<file path="src/rtl/pipe_ctrl_pkg.sv">
// pipe_ctrl_pkg -- shared state encoding, widths and helpers for the pipeline controller.
// Rev 1.0
`default_nettype none

package pipe_ctrl_pkg;

  localparam int REG_IDX_W       = 4;
  localparam int TIMEOUT_DEFAULT = 255;
  localparam int WAIT_CNT_W      = 8;
  localparam int STALL_CNT_W     = 16;

  typedef enum logic [1:0] {
    RUN      = 2'd0,
    MEM_WAIT = 2'd1,
    MEM_ERR  = 2'd2
  } state_t;

  function automatic logic reg_match(
    input logic [REG_IDX_W-1:0] src,
    input logic [REG_IDX_W-1:0] dest,
    input logic                 wb_en
  );
    return wb_en && (src == dest);
  endfunction

endpackage

`default_nettype wire

</file>
<file path="src/rtl/pipe_ctrl_hazard_detect.sv">
// hazard_detect -- combinational RAW hazard check of the ID operands against EXE/MEM.
// Rev 1.0
`default_nettype none

module hazard_detect
  import pipe_ctrl_pkg::*;
(
  input  logic [REG_IDX_W-1:0] src1,
  input  logic [REG_IDX_W-1:0] src2,
  input  logic                 two_src,
  input  logic [REG_IDX_W-1:0] dest_exe,
  input  logic                 wb_en_exe,
  input  logic                 mem_r_en_exe,
  input  logic [REG_IDX_W-1:0] dest_mem,
  input  logic                 wb_en_mem,
  input  logic                 forward_en,
  output logic                 hz
);

  logic w_exe_match;
  logic w_mem_match;

  assign w_exe_match = reg_match(src1, dest_exe, wb_en_exe)
                     || (two_src && reg_match(src2, dest_exe, wb_en_exe));
  assign w_mem_match = reg_match(src1, dest_mem, wb_en_mem)
                     || (two_src && reg_match(src2, dest_mem, wb_en_mem));

  // With forwarding only a load result in EXE cannot be bypassed in time.
  assign hz = forward_en ? (mem_r_en_exe && w_exe_match)
                         : (w_exe_match || w_mem_match);

endmodule

`default_nettype wire

</file>
<file path="src/rtl/pipe_ctrl.sv">
// pipe_ctrl -- pipeline freeze/flush control with memory-wait FSM and stall counter.
// Rev 1.0
`default_nettype none

module pipe_ctrl
  import pipe_ctrl_pkg::*;
#(
  parameter int TIMEOUT = TIMEOUT_DEFAULT
) (
  input  logic                   clk,
  input  logic                   rst,
  input  logic [REG_IDX_W-1:0]   src1_ID,
  input  logic [REG_IDX_W-1:0]   src2_ID,
  input  logic                   two_src_ID,
  input  logic [REG_IDX_W-1:0]   dest_EXE,
  input  logic                   WB_EN_EXE,
  input  logic                   MEM_R_EN_EXE,
  input  logic [REG_IDX_W-1:0]   dest_MEM,
  input  logic                   WB_EN_MEM,
  input  logic                   branch_taken_EXE,
  input  logic                   mem_req,
  input  logic                   mem_ready,
  input  logic                   forward_en,
  output logic                   freeze_IF,
  output logic                   freeze_ID,
  output logic                   freeze_EXE,
  output logic                   flush_IF,
  output logic                   flush_ID,
  output logic                   mem_err,
  output logic [STALL_CNT_W-1:0] stall_cnt
);

  state_t                  r_state;
  state_t                  w_next_state;
  logic [WAIT_CNT_W-1:0]   r_wait_cnt;
  logic [STALL_CNT_W-1:0]  r_stall_cnt;
  logic                    r_mem_err;
  logic                    w_hz;
  logic                    w_mstall;
  logic                    w_wait_expired;

  hazard_detect u_hazard_detect (
    .src1         (src1_ID),
    .src2         (src2_ID),
    .two_src      (two_src_ID),
    .dest_exe     (dest_EXE),
    .wb_en_exe    (WB_EN_EXE),
    .mem_r_en_exe (MEM_R_EN_EXE),
    .dest_mem     (dest_MEM),
    .wb_en_mem    (WB_EN_MEM),
    .forward_en   (forward_en),
    .hz           (w_hz)
  );

  assign w_wait_expired = (r_wait_cnt == WAIT_CNT_W'(TIMEOUT - 1));
  assign w_mstall       = (r_state != RUN) || (mem_req && !mem_ready);

  always_comb begin
    w_next_state = r_state;
    case (r_state)
      RUN: begin
        if (mem_req && !mem_ready) w_next_state = MEM_WAIT;
      end
      MEM_WAIT: begin
        // A completing access in the timeout cycle still counts as success.
        if (mem_ready)           w_next_state = RUN;
        else if (w_wait_expired) w_next_state = MEM_ERR;
      end
      MEM_ERR: w_next_state = MEM_ERR;
      default: w_next_state = RUN;
    endcase
  end

  always_comb begin
    freeze_IF  = 1'b0;
    freeze_ID  = 1'b0;
    freeze_EXE = 1'b0;
    flush_IF   = 1'b0;
    flush_ID   = 1'b0;
    if (!rst) begin
      freeze_IF = 1'b0;
    end else if (w_mstall) begin
      freeze_IF  = 1'b1;
      freeze_ID  = 1'b1;
      freeze_EXE = 1'b1;
    end else if (branch_taken_EXE) begin
      flush_IF = 1'b1;
      flush_ID = 1'b1;
    end else if (w_hz) begin
      freeze_IF = 1'b1;
      freeze_ID = 1'b1;
      flush_ID  = 1'b1;
    end
  end

  always_ff @(posedge clk) begin
    if (!rst) begin
      r_state     <= RUN;
      r_wait_cnt  <= '0;
      r_stall_cnt <= '0;
      r_mem_err   <= 1'b0;
    end else begin
      r_state   <= w_next_state;
      r_mem_err <= (w_next_state == MEM_ERR);
      if (r_state != MEM_WAIT) r_wait_cnt <= '0;
      else                     r_wait_cnt <= r_wait_cnt + 1'b1;
      if (freeze_IF && (r_stall_cnt != '1)) r_stall_cnt <= r_stall_cnt + 1'b1;
    end
  end

  assign mem_err   = r_mem_err;
  assign stall_cnt = r_stall_cnt;

endmodule

`default_nettype wire
</file>
<file path="config.mk">
export PLATFORM = sky130hd
export DESIGN_NAME = pipe_ctrl
export DESIGN_NICKNAME = d
export VERILOG_FILES = /design/src/rtl/pipe_ctrl_pkg.sv /design/src/rtl/pipe_ctrl_hazard_detect.sv /design/src/rtl/pipe_ctrl.sv
export SDC_FILE = /design/constraint.sdc
export NUM_CORES = 1
export LEC_CHECK = 0
export BUFFER_PORTS_ARGS = -buffer_cell sky130_fd_sc_hd__buf_4
export CAP_MARGIN = 30
export CORE_MARGIN = 2
export CORE_UTILIZATION = 30
export DETAILED_ROUTE_END_ITERATION = 7
export PLACE_DENSITY = 0.62
export RECOVER_POWER = 100
export SLEW_MARGIN = 0
export SYNTH_ARGS = -nofsm -noshare
export SYNTH_HDL_FRONTEND = slang
export SYNTH_SLANG_ARGS = --single-unit
</file>
<file path="constraint.sdc">
create_clock -name clk -period 2.4 [get_ports clk]
set_clock_uncertainty 0.2 [all_clocks]
set_input_delay 0.24 -clock clk [delete_from_list [all_inputs] [get_ports clk]]
set_output_delay 0.24 -clock clk [all_outputs]
set_load 0.1 [all_outputs]
</file>
==> reports/qor.txt, run 1 <==
RUN STATUS
-------------------------------------------------------------------------------------------------
Outcome                                                                              complete, no violations

YOSYS
-------------------------------------------------------------------------------------------------
Netlist area before placement                                                            1690 um2
Yosys top cell by area                                                                    dfxtp_1
Most common cell in the synthesized netlist                                               dfxtp_1
Commonest register cell after synthesis                                                   dfxtp_1
Top cells by instance count after synthesis                                          dfxtp_1, nand2_1, mux2i_1
Dominant cells by area after synthesis                                               dfxtp_1, mux2i_1, a2111oi_4
Register area share after synthesis                                                         0.321
#FFs+latches synth                                                                             27
Cells after Synth                                                                             187
Syn_area_per_cell                                                                        9.01 um2
YS warnings                                                                                     0
Share of Yosys cell area claimed by the top area cell type                                  0.321
Mapped Nets                                                                                   216
Asr flop ratio synth                                                                            0
Number of distinct library cell variants in the gate-level netlist after synthesis             43
Count of flip-flops with a built-in enable after synthesis                                      0

POWER AND IR DROP
-------------------------------------------------------------------------------------------------
Power density over cell area                                                           451 nW/um2
Leakage power of the design                                                           0.000757 uW
Total design power                                                                         946 uW
Combinational power share                                                                   0.224
Register share of total power                                                               0.493
Switching share of total power                                                              0.319
Net switching power                                                                        302 uW
Largest voltage drop on the vdd net                                                      0.215 mV
Clock group share of total power                                                            0.283
Power Internal                                                                             644 uW

CRITICAL PATH
-------------------------------------------------------------------------------------------------
Worst path arrival time                                                                   1870 ps
Critical Setup Path Class                                                               in -> out
WP data required                                                                          1960 ps
Critical path fanouts, max                                                                     15
Top cell family by delay on the critical path                                        buffers and inverters
Buffer and inverter count on the worst path                                                     6
Library cell appearing most often on the critical path                                      buf_4
Ordered list of cells on the worst path                                              dlygate4sd3_1 > buf_4 > inv_1 > a21o_1 > o21ai_1 > buf_4 > inv_1 > buf_4
Biggest cell delay along the critical path                                                 540 ps
Max stage delay cell, worst path                                                     dlygate4sd3_1
CP Launch Type                                                                         input port
Element type at the critical path end                                                primary output

FINISH
-------------------------------------------------------------------------------------------------
Fraction of layout cells with a size suffix above 1                                         0.257
Final Net Count                                                                               267
Number of antenna repair diodes                                                                 0
Area grow syn2layout                                                                        24.4%
Non-Filler Cell Area, Final                                                              2100 um2

DIE
-------------------------------------------------------------------------------------------------
Number of placement rows                                                                       27
Core footprint                                                                           5470 um2
Starting utilization of the core area                                                       0.308
Die Outline Area                                                                         6230 um2
Floorplan die width                                                                       79.0 um
DIE HEIGHT                                                                                79.0 um
IO Count                                                                                       48

CTS
-------------------------------------------------------------------------------------------------
Number of clock sinks                                                                          27
Buffers from clock root to sink, at most                                                        2
Source-to-sink clock delay at the later pin of the worst-skew pair                         280 ps
Clock root buffer                                                                        clkbuf_8
Number of CTS-inserted buffers                                                                  3
CTS tree                                                                                    built
Depth of the CTS H-tree                                                                         1
Clock-pin slew on the worst setup and hold paths                                           100 ps

TIMING
-------------------------------------------------------------------------------------------------
Final critical path time including I/O delays and setup                                   2310 ps
Hold Vio Cnt, Final                                                                             0
Setup-violating endpoint count in the final report                                              0
Worst slew slack as a fraction of its limit                                                 0.216
RSZ-0062 raised after global routing                                                        false
Worst Tran Pin Value                                                                      1180 ps
Peak clock frequency supported by timing                                                0.433 GHz
Final max-slew violation count                                                                  0
Final period utilization                                                                    0.962

JOB
-------------------------------------------------------------------------------------------------
# Max-Cap Violations                                                                            0

DRT
-------------------------------------------------------------------------------------------------
Overall via count from detail_route                                                          1458
DRC                                                                                             0
Wire per inst                                                                             12.3 um
Violation count after the first detailed-routing iteration                                     46
Via-per-instance ratio                                                                       4.72
Final Routed Wirelength                                                                   3800 um
Pre-antenna DRT Iters                                                                           4
Antenna viol nets, final                                                                        0

GLOBAL ROUTING
-------------------------------------------------------------------------------------------------
Overall routing resource usage                                                              0.127
Pin count of the biggest net entering global routing                                           28
Via count of the first global-routing pass                                                   1371
Global-route congestion overflow total                                                          0
Antenna violations before repair                                                                0
Wire length of the first global-routing pass                                              6440 um

PLACE
-------------------------------------------------------------------------------------------------
Routability congestion estimate                                                             0.807
Buffers on Ports                                                                               47
Post-detailed-placement half-perimeter wirelength                                         2920 um
Area after detailed placement                                                            2150 um2

MIN PATH
-------------------------------------------------------------------------------------------------
Class of the tightest hold or removal check                                             in -> reg

==> stage by stage <==
step / utilization / TNS (ps) / cells / hold slack [ps] / worst slack, ps
global route: 0.383 / 0 / 309 / 71.7 / 26.7
finish: 0.383 / 0 / 309 / 41.6 / 90.9
floorplan: - / -208 / 187 / 130 / -208
CTS: 0.404 / 0 / 309 / 32.8 / 61.8
detailed placement: 0.393 / 0 / 304 / 242 / 41.4
global placement: 0.393 / 0 / 304 / 241 / 96.3
==> layer usage <==
metal / vias up / GRT usage / part of all wire
met5: - / 0 / 0
met4: 0 / 0.0155 / 0.0050
met3: 2 / 0.0398 / 0.053
met2: 23 / 0.209 / 0.45
met1: 651 / 0.169 / 0.49
li1: 782 / - / -
==> area by class of cell <==
| type | count | area (um2) |
|---|---|---|
| fill | 602 | 3380 |
| multi-input combinational | 147 | 1050 |
| sequential | 27 | 554 |
| timing repair buffer | 52 | 329 |
| tap | 72 | 90.1 |
| clock buffer | 3 | 41.3 |
| inverter | 7 | 26.3 |
| clock inverter | 1 | 7.51 |
==> flip-flops by register name, indices dropped and copies added (netlist names) <==
| signal | count |
|---|---|
| mem_err | 1 |
| r_state | 2 |
| r_wait_cnt | 8 |
| stall_cnt | 16 |
==> power groups by stage <==
stage          sequential [uW]  combinational, uW  clock (uW)
2_1_floorplan              513                109           0
3_3_place_gp               476                217           0
3_5_place_dp               476                219           0
4_1_cts                    466                221         284
5_1_grt                    468                226         306
6_report                   466                212         268
==> worst min-delay path, stage by stage <==
cell       delay, ps
buf_4            110
nor2_1            70
a2111oi_0         60
==> layout by cell type (no fill, tap or decap), types with 4 or more instances in the layout <==
master and count:
nand3_1 12, o21ai_0 5, clkbuf_1 13, nor2_1 11
clkbuf_2 6, nand2b_1 8, inv_1 7, xor2_1 10
and3_1 4, dfxtp_1 16, a211oi_1 4, buf_4 30
mux2i_1 14, nand2_1 21, xnor2_1 10, nand4_1 6
dfxtp_2 11
==> logic make-up after synthesis <==
| logic type | share of synthesized area |
|---|---|
| xor gates and xnor gates | 0.104 |
| DFF | 0.321 |
| AOI/OAI and AO/OA | 0.206 |
| and+or+nand+nor | 0.227 |
| buffers and inverters | 0.0371 |
| muxes | 0.0831 |
| adders and majority gates | 0.0223 |
==> what timing repair did <==
item / 4_1_cts / 5_1_grt
hold buffers: 1 / 0
setup endpoints to repair: 0 / 0
setup buffers: 0 / 0
resized for setup: 0 / 0
hold endpoints to repair: 1 / 0
==> worst paths after layout <==
check / startpoint / end / slack [ps] / cells after the start
worst min register to register: stall_cnt[4] / stall_cnt[4] / 250 / 1
worst max register to register: stall_cnt[6] / stall_cnt[7] / 250 / 6
worst max-delay path: mem_ready / freeze_EXE / 90 / 8
worst min-delay path: mem_req / r_state[0] / 40 / 3
Note: power is estimated with default switching activity, not from simulation.
==> run 2: changes to the inputs <==
--- a/config.mk
+++ b/config.mk
@@ -7,7 +7,8 @@
 export LEC_CHECK = 0
 export BUFFER_PORTS_ARGS = -buffer_cell sky130_fd_sc_hd__buf_4
 export CAP_MARGIN = 30
-export CORE_MARGIN = 2
+export CORE_ASPECT_RATIO = 1.4
+export CORE_MARGIN = 10
 export CORE_UTILIZATION = 30
 export DETAILED_ROUTE_END_ITERATION = 7
 export PLACE_DENSITY = 0.62
==> reports/qor.txt, run 2 (synthesis gave the netlist of run 1 again) <==
DIE
---------------------------------------------------------------------------------
Die Outline Area                                                         9060 um2   +45%
Floorplan die width                                                       83.3 um   +5.6%
Starting utilization of the core area                                       0.307   -0.000702
IO Count                                                                       48   unchanged
Core footprint                                                           5490 um2   +0.23%
DIE HEIGHT                                                                 109 um   +38%
Number of placement rows                                                       32   +19%

PLACE
---------------------------------------------------------------------------------
Post-detailed-placement half-perimeter wirelength                         3360 um   +15%
# placed instances                                                            299   -1.6%
Buffers on Ports                                                               47   unchanged
Routability congestion estimate                                             0.736   -8.8%

MIN PATH
---------------------------------------------------------------------------------
Class of the tightest hold or removal check                             in -> reg
Hold Startpoint                                                           mem_req

DRT
---------------------------------------------------------------------------------
Antenna viol nets, final                                                        0   unchanged
DRC                                                                             0   unchanged
Pre-antenna DRT Iters                                                           4   unchanged
Overall via count from detail_route                                          1492   +2.3%
Wire per inst                                                             13.5 um   +9.9%
Final Routed Wirelength                                                   4110 um   +8.1%
Via-per-instance ratio                                                       4.91   +4.0%
Violation count after the first detailed-routing iteration                     49   +6.5%

CTS
---------------------------------------------------------------------------------
CTS tree                                                                    built
Buffers from clock root to sink, at most                                        2   unchanged
Number of clock sinks                                                          27   unchanged
Clock-pin slew on the worst setup and hold paths                            90 ps   about the same
Source-to-sink clock delay at the later pin of the worst-skew pair         270 ps   about the same
Clock root buffer                                                        clkbuf_8
Depth of the CTS H-tree                                                         1   unchanged
Postcts setup bufs                                                              0   unchanged
Number of CTS-inserted buffers                                                  3   unchanged

CRITICAL PATH
---------------------------------------------------------------------------------
Ordered list of cells on the worst path                              dlygate4sd3_1 > buf_4 > inv_1 > a21o_1 > o21ai_1 > buf_6 > nand2_2 > clkbuf_4
CP Launch Type                                                         input port
Biggest cell delay along the critical path                                 530 ps   about the same
Element type at the critical path end                                primary output
WP data required                                                          1960 ps   about the same
Max stage delay cell, worst path                                     dlygate4sd3_1
Buffer and inverter count on the worst path                                     5   -1
Critical Setup Path Class                                               in -> out
Worst path arrival time                                                   1820 ps   -50 ps
Beginning of the critical path                                          mem_ready
Origin of the critical flop-to-flop path                             stall_cnt[6]
Critical path fanouts, max                                                     15   unchanged
Top cell family by delay on the critical path                        buffers and inverters

FINISH
---------------------------------------------------------------------------------
Fraction of layout cells with a size suffix above 1                         0.250   -0.00738
Highest-count cells in the layout ignoring fill and taps             buf_4, nand2_1, dfxtp_1, clkbuf_1, mux2i_1
Most common library cell in the layout ignoring fill and taps               buf_4
Final Net Count                                                               266   -0.37%
Area grow syn2layout                                                        23.7%
Number of antenna repair diodes                                                 0   unchanged
Flip-flop count of the largest register after layout                           16   unchanged
Number of standard cells in the final layout excluding fillers                304   -1.6%

RUN STATUS
---------------------------------------------------------------------------------
Outcome                                                              complete, no violations

POWER AND IR DROP
---------------------------------------------------------------------------------
Power density over cell area                                           449 nW/um2   -0.52%
Largest voltage drop on the vdd net                                      0.266 mV   +24%
Leakage power of the design                                           0.000750 uW   -0.92%

GLOBAL ROUTING
---------------------------------------------------------------------------------
Pin count of the biggest net entering global routing                           17   -39%
Antenna violations before repair                                                0   unchanged
Overall routing resource usage                                             0.0874   -0.0396
Via count of the first global-routing pass                                   1489   +8.6%
Wire length of the first global-routing pass                              6840 um   +6.2%
Global-route congestion overflow total                                          0   unchanged

TIMING
---------------------------------------------------------------------------------
RSZ-0062 raised after global routing                                        false
Sum Neg Setup Slack                                                          0 ps   unchanged
Final critical path time including I/O delays and setup                   2260 ps   -48.4 ps
Final max-slew violation count                                                  0   unchanged
Worst Tran Pin Value                                                      1200 ps   +22.2 ps
Worst Hold Slack                                                          59.3 ps   +17.6 ps
Setup-violating endpoint count in the final report                              0   unchanged
Worst slew slack as a fraction of its limit                                 0.201   -0.0147
Peak clock frequency supported by timing                                0.442 GHz   +2.1%
Hold Vio Cnt, Final                                                             0   unchanged
Final period utilization                                                    0.942   -0.0202

JOB
---------------------------------------------------------------------------------
# Max-Cap Violations                                                            0   unchanged

-- run 2: cell count changes in the layout (fill, tap and decap cells not counted) --
cell,previous run,this run
a2111oi_1,3,2
clkinv_2,0,1
clkbuf_1,13,15
a2111oi_2,2,3
buf_4,30,27
clkinvlp_4,1,0
buf_6,0,1
clkbuf_2,6,5
-- run 2: repair_timing --
action / 4_1_cts / 5_1_grt
hold buffers: 1 / 0
endpoints found under the setup margin: 0 / 2
gates resized for setup: 0 / 2
hold endpoints to repair: 1 / 0
-- run 2: report_power, final --
part	switching, uW	internal (uW)
combinational	140	69.4
clock	144	116
sequential	10.5	456
-- run 2: worst paths after layout --
| path | slack [ps] | end | cells after the start |
|---|---|---|---|
| setup reg to reg | 230 | stall_cnt[7] | 6 |
| setup / recovery | 140 | freeze_IF | 8 |
| hold reg to reg | 250 | stall_cnt[4] | 1 |
| hold / removal | 60 | r_state[0] | 3 |
-- run 2: layout make-up --
class	count	area (um2)
clock buffer	3	41.3
clock inverter	1	5.00
fill	556	3400
inverter	7	26.3
multi-input combinational	147	1050
sequential	27	554
tap	68	85.1
timing repair buffer	51	320
-- run 2: metrics by stage --
| step | setup WS, ps | instance area (um2) | utilization | power, uW |
|---|---|---|---|---|
| after floorplan | -208 | 1710 | - | 622 |
| after global placement | 104 | 2140 | 0.390 | 693 |
| after detailed placement | 72.1 | 2140 | 0.390 | 695 |
| after CTS | 74.9 | 2190 | 0.400 | 959 |
| after global routing | 37.3 | 2080 | 0.380 | 980 |
| final | 139 | 2080 | 0.380 | 936 |
-- run 2: metal layers --
layer | GRT usage | vias up | routed length, um
met5 | 0 | - | 0
met1 | 0.0973 | 685 | 1730
met2 | 0.168 | 20 | 2210
met3 | 0.0172 | 4 | 144
met4 | 0.0171 | 0 | 26
li1 | - | 783 | -
-- run 2: worst reg2reg max path, cell delays in order, from the launching register on --
cell and delay (ps):
dfxtp_1 390, nand4_1 170, nor2_1 80, and4_1 210
and3_1 310, a2111oi_1 500, mux2i_1 240
